File: src/rtl/bpm_display_mux.sv
// Four-digit multiplexed seven-segment driver for the bpm readout: frame-synchronous digit capture,
// leading-zero blanking and stale dashes. Optional beat flash on the status slot with PM_BEAT_FLASH_EN.
module bpm_display_mux #(
    parameter int REFRESH_DIV = 100000,
    parameter int TIMEOUT_CYC = 300000000,
    parameter int FLASH_CYC   = 10000000
) (
    input  logic       clk,
    input  logic       rst,
    input  logic [3:0] d2,
    input  logic [3:0] d1,
    input  logic [3:0] d0,
    input  logic       beat,
    output logic [3:0] an,
    output logic [6:0] seg,
    output logic       dp
);

    localparam int PW = (REFRESH_DIV > 1) ? $clog2(REFRESH_DIV) : 1;
    localparam int TW = $clog2(TIMEOUT_CYC + 1);
    localparam logic [PW-1:0] PRESC_LAST = PW'(REFRESH_DIV - 1);
    localparam logic [TW-1:0] TO_MAX     = TW'(TIMEOUT_CYC);
    localparam logic [6:0] SEG_DASH  = 7'b0111111;
    localparam logic [6:0] SEG_BLANK = 7'b1111111;

    function automatic logic [6:0] bcd_to_seg(input logic [3:0] v);
        logic [6:0] p;
        case (v)
            4'd0:    p = 7'b1000000;
            4'd1:    p = 7'b1111001;
            4'd2:    p = 7'b0100100;
            4'd3:    p = 7'b0110000;
            4'd4:    p = 7'b0011001;
            4'd5:    p = 7'b0010010;
            4'd6:    p = 7'b0000010;
            4'd7:    p = 7'b1111000;
            4'd8:    p = 7'b0000000;
            4'd9:    p = 7'b0010000;
            default: p = 7'b0000110;
        endcase
        return p;
    endfunction

    logic [PW-1:0] presc_q, presc_d;
    logic [1:0]    idx_q, idx_d;
    logic [3:0]    s2_q, s1_q, s0_q, s2_d, s1_d, s0_d;
    logic [TW-1:0] to_q, to_d;
    logic          stale_q, stale_d;
    logic [3:0]    an_q, an_d;
    logic [6:0]    seg_q, seg_d;
    logic          dp_q, dp_d;
    logic          tick_s;
    logic [3:0]    s3_an_s;
    logic          s3_dp_s;

    // Slot prescaler, scan index and frame-wrap shadow capture.
    always_comb begin
        tick_s  = (presc_q == PRESC_LAST);
        presc_d = tick_s ? {PW{1'b0}} : presc_q + PW'(1);
        idx_d   = tick_s ? idx_q + 2'd1 : idx_q;
        if (tick_s && (idx_q == 2'd3)) begin
            s2_d = d2;
            s1_d = d1;
            s0_d = d0;
        end else begin
            s2_d = s2_q;
            s1_d = s1_q;
            s0_d = s0_q;
        end
    end

    // Beat timeout: saturating counter, a beat always wins over the saturation edge.
    always_comb begin
        if (beat) begin
            to_d    = {TW{1'b0}};
            stale_d = 1'b0;
        end else if (to_q == TO_MAX) begin
            to_d    = to_q;
            stale_d = 1'b1;
        end else begin
            to_d    = to_q + TW'(1);
            stale_d = stale_q | ((to_q + TW'(1)) == TO_MAX);
        end
    end

`ifdef PM_BEAT_FLASH_EN
    localparam int FW = $clog2(FLASH_CYC + 1);
    logic [FW-1:0] flash_q, flash_d;

    // Beat flash down-counter; the status slot follows its next value.
    always_comb begin
        if (beat) begin
            flash_d = FW'(FLASH_CYC);
        end else if (flash_q != {FW{1'b0}}) begin
            flash_d = flash_q - FW'(1);
        end else begin
            flash_d = flash_q;
        end
        s3_an_s = (flash_d != {FW{1'b0}}) ? 4'b0111 : 4'b1111;
        s3_dp_s = (flash_d == {FW{1'b0}});
    end

    // Flash counter register.
    always_ff @(posedge clk or negedge rst) begin
        if (!rst) begin
            flash_q <= {FW{1'b0}};
        end else begin
            flash_q <= flash_d;
        end
    end
`else
    // Status slot stays dark so every slot keeps the same duty cycle.
    always_comb begin
        s3_an_s = 4'b1111;
        s3_dp_s = 1'b1;
    end
`endif

    // Next display word: digit slots change only on a slot boundary, the status slot may update any cycle.
    always_comb begin
        an_d  = an_q;
        seg_d = seg_q;
        dp_d  = dp_q;
        if (tick_s) begin
            case (idx_d)
                2'd0: begin
                    an_d  = 4'b1110;
                    seg_d = stale_q ? SEG_DASH : bcd_to_seg(s0_d);
                    dp_d  = 1'b1;
                end
                2'd1: begin
                    an_d  = 4'b1101;
                    seg_d = stale_q ? SEG_DASH :
                            ((s2_d == 4'd0) && (s1_d == 4'd0)) ? SEG_BLANK : bcd_to_seg(s1_d);
                    dp_d  = 1'b1;
                end
                2'd2: begin
                    an_d  = 4'b1011;
                    seg_d = stale_q ? SEG_DASH : (s2_d == 4'd0) ? SEG_BLANK : bcd_to_seg(s2_d);
                    dp_d  = 1'b1;
                end
                2'd3: begin
                    an_d  = s3_an_s;
                    seg_d = SEG_BLANK;
                    dp_d  = s3_dp_s;
                end
                default: begin
                    an_d  = 4'b1111;
                    seg_d = SEG_BLANK;
                    dp_d  = 1'b1;
                end
            endcase
        end else if (idx_q == 2'd3) begin
            an_d  = s3_an_s;
            seg_d = SEG_BLANK;
            dp_d  = s3_dp_s;
        end else begin
            an_d  = an_q;
            seg_d = seg_q;
            dp_d  = dp_q;
        end
    end

    // State and output registers; reset blanks the display immediately.
    always_ff @(posedge clk or negedge rst) begin
        if (!rst) begin
            presc_q <= {PW{1'b0}};
            idx_q   <= 2'd0;
            s2_q    <= 4'd0;
            s1_q    <= 4'd0;
            s0_q    <= 4'd0;
            to_q    <= {TW{1'b0}};
            stale_q <= 1'b1;
            an_q    <= 4'b1111;
            seg_q   <= SEG_BLANK;
            dp_q    <= 1'b1;
        end else begin
            presc_q <= presc_d;
            idx_q   <= idx_d;
            s2_q    <= s2_d;
            s1_q    <= s1_d;
            s0_q    <= s0_d;
            to_q    <= to_d;
            stale_q <= stale_d;
            an_q    <= an_d;
            seg_q   <= seg_d;
            dp_q    <= dp_d;
        end
    end

    assign an  = an_q;
    assign seg = seg_q;
    assign dp  = dp_q;

endmodule

File: config.mk
export PLATFORM = sky130hd
export DESIGN_NAME = bpm_display_mux
export DESIGN_NICKNAME = d
export VERILOG_FILES = /design/src/rtl/bpm_display_mux.sv
export SDC_FILE = /design/constraint.sdc
export NUM_CORES = 1
export LEC_CHECK = 0
export CAP_MARGIN = 25
export CORE_MARGIN = 2
export CORE_UTILIZATION = 45
export CTS_CLUSTER_SIZE = 10
export DETAILED_ROUTE_END_ITERATION = 10
export PLACE_DENSITY_LB_ADDON = 0.05
export SLEW_MARGIN = 20
export SYNTH_ARGS = -nofsm -noshare
export SYNTH_HDL_FRONTEND = slang
export SYNTH_SLANG_ARGS = --single-unit
File: constraint.sdc
create_clock -name clk -period 3.9 [get_ports clk]
set_clock_uncertainty 0.05 [all_clocks]
set_input_delay 0.78 -clock clk [delete_from_list [all_inputs] [get_ports clk]]
set_output_delay 0.78 -clock clk [all_outputs]
set_load 0.1 [all_outputs]
## Yosys cells after proc, flatten, opt, wreduce, memory -nomap -nowiden

Memories as Yosys holds them, arrays and structs flattened.
Index checks and enable logic that the tools add are counted.

- Flip-flop bits (word level): 73
- Memory bits (read-only): 336
- Bits of input ports: 15
- Output and inout port bits: 12
- Word-level logic and storage cells: 55
- Memories kept: 3

- Add/subtract/negate cells: 3
- Equal/unequal tests: 8
- Muxes and demuxes: 23
- Bitwise gates (word level): 1
- Reduce and logical (&&, ||, !) cells: 7

Memory list:

| name | depth | width | read ports | clocked after memory_dff | wr ports | RTL line | source |
|---|---|---|---|---|---|---|---|
| (no name shown) | 16 | 7 | 1 | 0 | 0 | 28 | `case (v)` |
| (no name shown) | 16 | 7 | 1 | 0 | 0 | 28 |  |
| (no name shown) | 16 | 7 | 1 | 0 | 0 | 28 |  |

Operators by type and width:

| operator | count |
|---|---|
| $eq 29x29->1 const B | 2 |
| $mux 29 | 2 |
| $mux 7 | 7 |
| $add 29x1->29 const B | 1 |
| $pmux 7 s4 | 1 |
| $mux 4 | 5 |
| $add 17x1->17 const B | 1 |
| $eq 17x17->1 const B | 1 |
| $mux 17 | 1 |
| $pmux 4 s4 | 1 |
| $logic_not 4->1 | 2 |
| $eq 2x2->1 const B | 3 |
| $mux 1 | 5 |
| $reduce_or 4->1 | 1 |
| $add 2x1->2 const B | 1 |
| $eq 2x1->1 const B | 1 |
| $logic_and 1x1->1 | 2 |
| $logic_not 2->1 | 1 |
| $mux 2 | 1 |
| $ne 2x2->1 const B | 1 |
| $reduce_bool 2->1 | 1 |
| $or 1x1->1 | 1 |

## Longest topological paths before layout

- Word-level depth: 9
- Mapped depth: 14
- Gate-level depth less buffers: 13

## Worst setup path after synthesis

Ideal clock, no wire load.

- Path kind: register -> register
- Start: reg presc_q[12]
- End: reg seg_q[4], in the netlist seg[4]
- Library setup time: 0.089 ns
- Arrival time: 3.390 ns
- Required time: 3.761 ns
- Slack: 0.371 ns
- Cell stages (with the launch flop): 15
- Path buffers: 2
- Clock period less this slack: 3.529 ns
- Cell sequence: dfrtp_1 or4b_1 nor4bb_1 buf_4 nand3_4 buf_4 mux2i_1 ha_1 nor3b_1 nand3_1 nor2_1 a311o_1 nor4_1 o211a_1 a211oi_2

- Word-level cells in the longest chain between the ends: 9
- Elaborated cells between the ends (all ways): 24
- Classes of those cells: eq/ne (4); mux (11); reduce/logical (6); memory (3)

Ends and longest elaborated chain:

| item | RTL line | source |
|---|---|---|
| start, declared | 44 | `logic [PW-1:0] presc_q, presc_d;` |
| start signal, assigned | 167 | `presc_q <= {PW{1'b0}};` |
| start signal, assigned | 178 | `presc_q <= presc_d;` |
| $eq 17x17->1 * | 58 | `tick_s = (presc_q == PRESC_LAST);` |
| parallel branches: the longest is 8 deep, another holds $mem_v2 16x7 | - |  |
| end signal, assigned | 186 | `seg_q <= seg_d;` |
| end, declared | 50 | `logic [6:0] seg_q, seg_d;` |

Every way passes the cells marked *.
A chain may end at the register's enable or synchronous reset.

## Worst setup path after layout

Ends and elaborated chain as after synthesis.

==> impl_metrics.json <==
{
  "clk_path_buf_depth": 2,
  "power_w": 0.00139,
  "tightest_slew_ps": 972,
  "drive_gt1_share_pct": 11.3,
  "synth_area_leaders": "dfrtp_1 (32%), dfstp_2 (6.3%), ha_1 (5.4%), nor2_1 (5.2%), xnor2_1 (4.0%)",
  "cts_root_buffer": "clkbuf_8",
  "die_h_um": 105,
  "cts_tree": "built",
  "yosys_warnings": 0,
  "cts_setup_buffers": 0,
  "core_area_um2": 10100,
  "grt.overflow.total": 0,
  "vias": 3781,
  "wl_per_cell_um": 16.5,
  "p_leak_nw": 2.15,
  "critPathMaxFanout": 6,
  "antenna_left": 0,
  "finalCritPeriodShare_pct": 98.0,
  "dieArea_um2": 11100,
  "vias_per_cell": 5.66,
  "h-tree-depth": 3,
  "ys_ff_latch": 71,
  "max_slew_margin_pct": 35.0,
  "dp_hpwl_um": 8040,
  "pin_count": 27,
  "vdd_ir_drop_max_mv": 0.135,
  "max_freq_mhz": 262,
  "die_x_um": 105,
  "worstPathArrival_ps": 4040,
  "synth_top_area_cell": "dfrtp_1",
  "synth-async-reset-ratio_pct": 100,
  "yosys.area.top_type_share_pct": 32.5,
  "outcome": "completed",
  "track_usage_pct": 21.3,
  "area_delta_synth_final_pct": 12.4,
  "finalSetupViolations": 0,
  "min_path_type": "reg2reg",
  "core.rowCount": 37,
  "hold_viol": 0,
  "grt_pass1_vias": 3747,
  "clkSinkCount": 71,
  "start_kind": "flip-flop",
  "drcViolationCount": 0,
  "drtIter0Drc": 154,
  "end_kind": "flip-flop",
  "maxCapViolations": 0,
  "yosysSeqAreaShare_pct": 38.7,
  "drt_wl_total_um": 11000,
  "power.density_nw_per_um2": 268,
  "setup_ws_ps": 79.1,
  "dp_slack_ps": 133,
  "start_util_pct": 45.6,
  "port_buffers": 24,
  "syn_area_um2": 4620,
  "tns_ps": 0,
  "gp_congestion": 1.01,
  "rsz0062_at_grt": "yes",
  "syn_area_per_cell_um2": 9.18,
  "final_cell_mix": "nor2_1 (64), dfrtp_1 (60), nand2_1 (31), nand3_1 (28), inv_1 (25)",
  "synth_edf_count": 0,
  "setup.worst_path.class": "reg2reg",
  "period_needed_ps": 3820,
  "nets": 562,
  "ctsResizeCount": 0,
  "layout_commonest_cell": "nor2_1",
  "cts_hold_buffers": 0,
  "slew_viol_final": 0,
  "antenna_found_initial": 0,
  "synthFlopType": "dfrtp_1",
  "worstSkewPairLatency_ps": 350,
  "grt_max_degree": 72,
  "synth_cells": 504,
  "ys_types": 72,
  "cts_made_buffers": 9,
  "critical_path_required_ps": 4120,
  "diodes": 0,
  "drt_first_pass_iters": 5,
  "grt_pass1_wl_um": 18800,
  "clkTransAtPathRegs_ps": 80
}
## power by group
part / total [W] / leakage (nW) / internal (W) / switching, W
clock: 0.000522 / 0.0755 / 0.000231 / 0.000290
sequential: 0.000755 / 0.901 / 0.000744 / 0.0000112
combinational: 0.000115 / 1.17 / 0.0000418 / 0.0000729
## layout make-up
cell class / count / area [µm²]
clock buffer: 11 / 131
clock inverter: 5 / 36.3
fill: 974 / 4940
inverter: 27 / 101
multi-input combinational: 387 / 2680
sequential: 71 / 1790
tap: 136 / 170
timing repair buffer: 31 / 290
## cells in the mapped netlist (5+ instances only)
cell type	count
nand3_1	28
xnor2_1	21
a31oi_1	9
dfrtp_1	60
nor4_1	6
nand4_1	15
or3_1	6
nor3_1	17
dfstp_2	11
and4_1	5
buf_2	6
a21oi_1	14
and2_1	6
inv_1	25
nor2_1	64
xor2_1	21
nor3b_1	6
o21ai_0	15
and3_1	12
ha_1	20
nand2_1	31
clkbuf_1	9
mux2i_1	12
## metal layers
| layer | part of all wire (%) | track usage, % | up-vias |
|---|---|---|---|
| li1 | - | - | 1839 |
| met4 | 2.7 | 8.95 | 0 |
| met2 | 49 | 35.6 | 82 |
| met3 | 4.6 | 4.02 | 24 |
| met5 | 0 | 0 | - |
| met1 | 44 | 27.0 | 1836 |
## critical path: stages (launching register included)
cell	delay [ps]
dfrtp_1	440
or4b_1	620
nor4bb_4	380
nand3_4	230
mux2i_4	260
ha_1	270
nor3b_2	190
nand3_1	130
nor2_1	50
a311o_1	300
nor4_1	510
o211a_1	270
a211oi_2	40
## stage by stage
stage	std cells	hold WS, ps	utilization, %	instance area [µm²]
floorplan	505	398	-	4630
global placement	652	423	49.3	5000
detailed placement	652	426	49.3	5000
CTS	668	438	50.9	5160
global route	668	456	51.3	5200
finish	668	428	51.3	5200
## worst paths after layout
kind                              end        start  cells past startpoint  slack, ps
setup / recovery               seg[4]  presc_q[12]                     12         80
hold / removal             presc_q[0]   presc_q[0]                      1        430
setup reg to reg               seg[4]  presc_q[12]                     12         80
hold reg to reg            presc_q[0]   presc_q[0]                      1        430
max in group asynchronous    to_q[15]          rst                      1       2700
min in group asynchronous  presc_q[5]          rst                      1        510
## flip-flops by register name (all words and copies together), names as in the netlist, 2 cells and up
signal   cells
s0_q         4
idx_q        2
to_q        29
s2_q         4
an           3
seg          7
presc_q     17
s1_q         4
## cell families after synthesis
family	share of synthesized area, %
simple gates	25.3
fa+ha+maj	5.41
buf+inv	4.30
xor+xnor	8.31
compound gates	13.0
flops	38.7
other cells	0.0811
mux	4.84
Note: power is estimated with default switching activity, not from simulation.
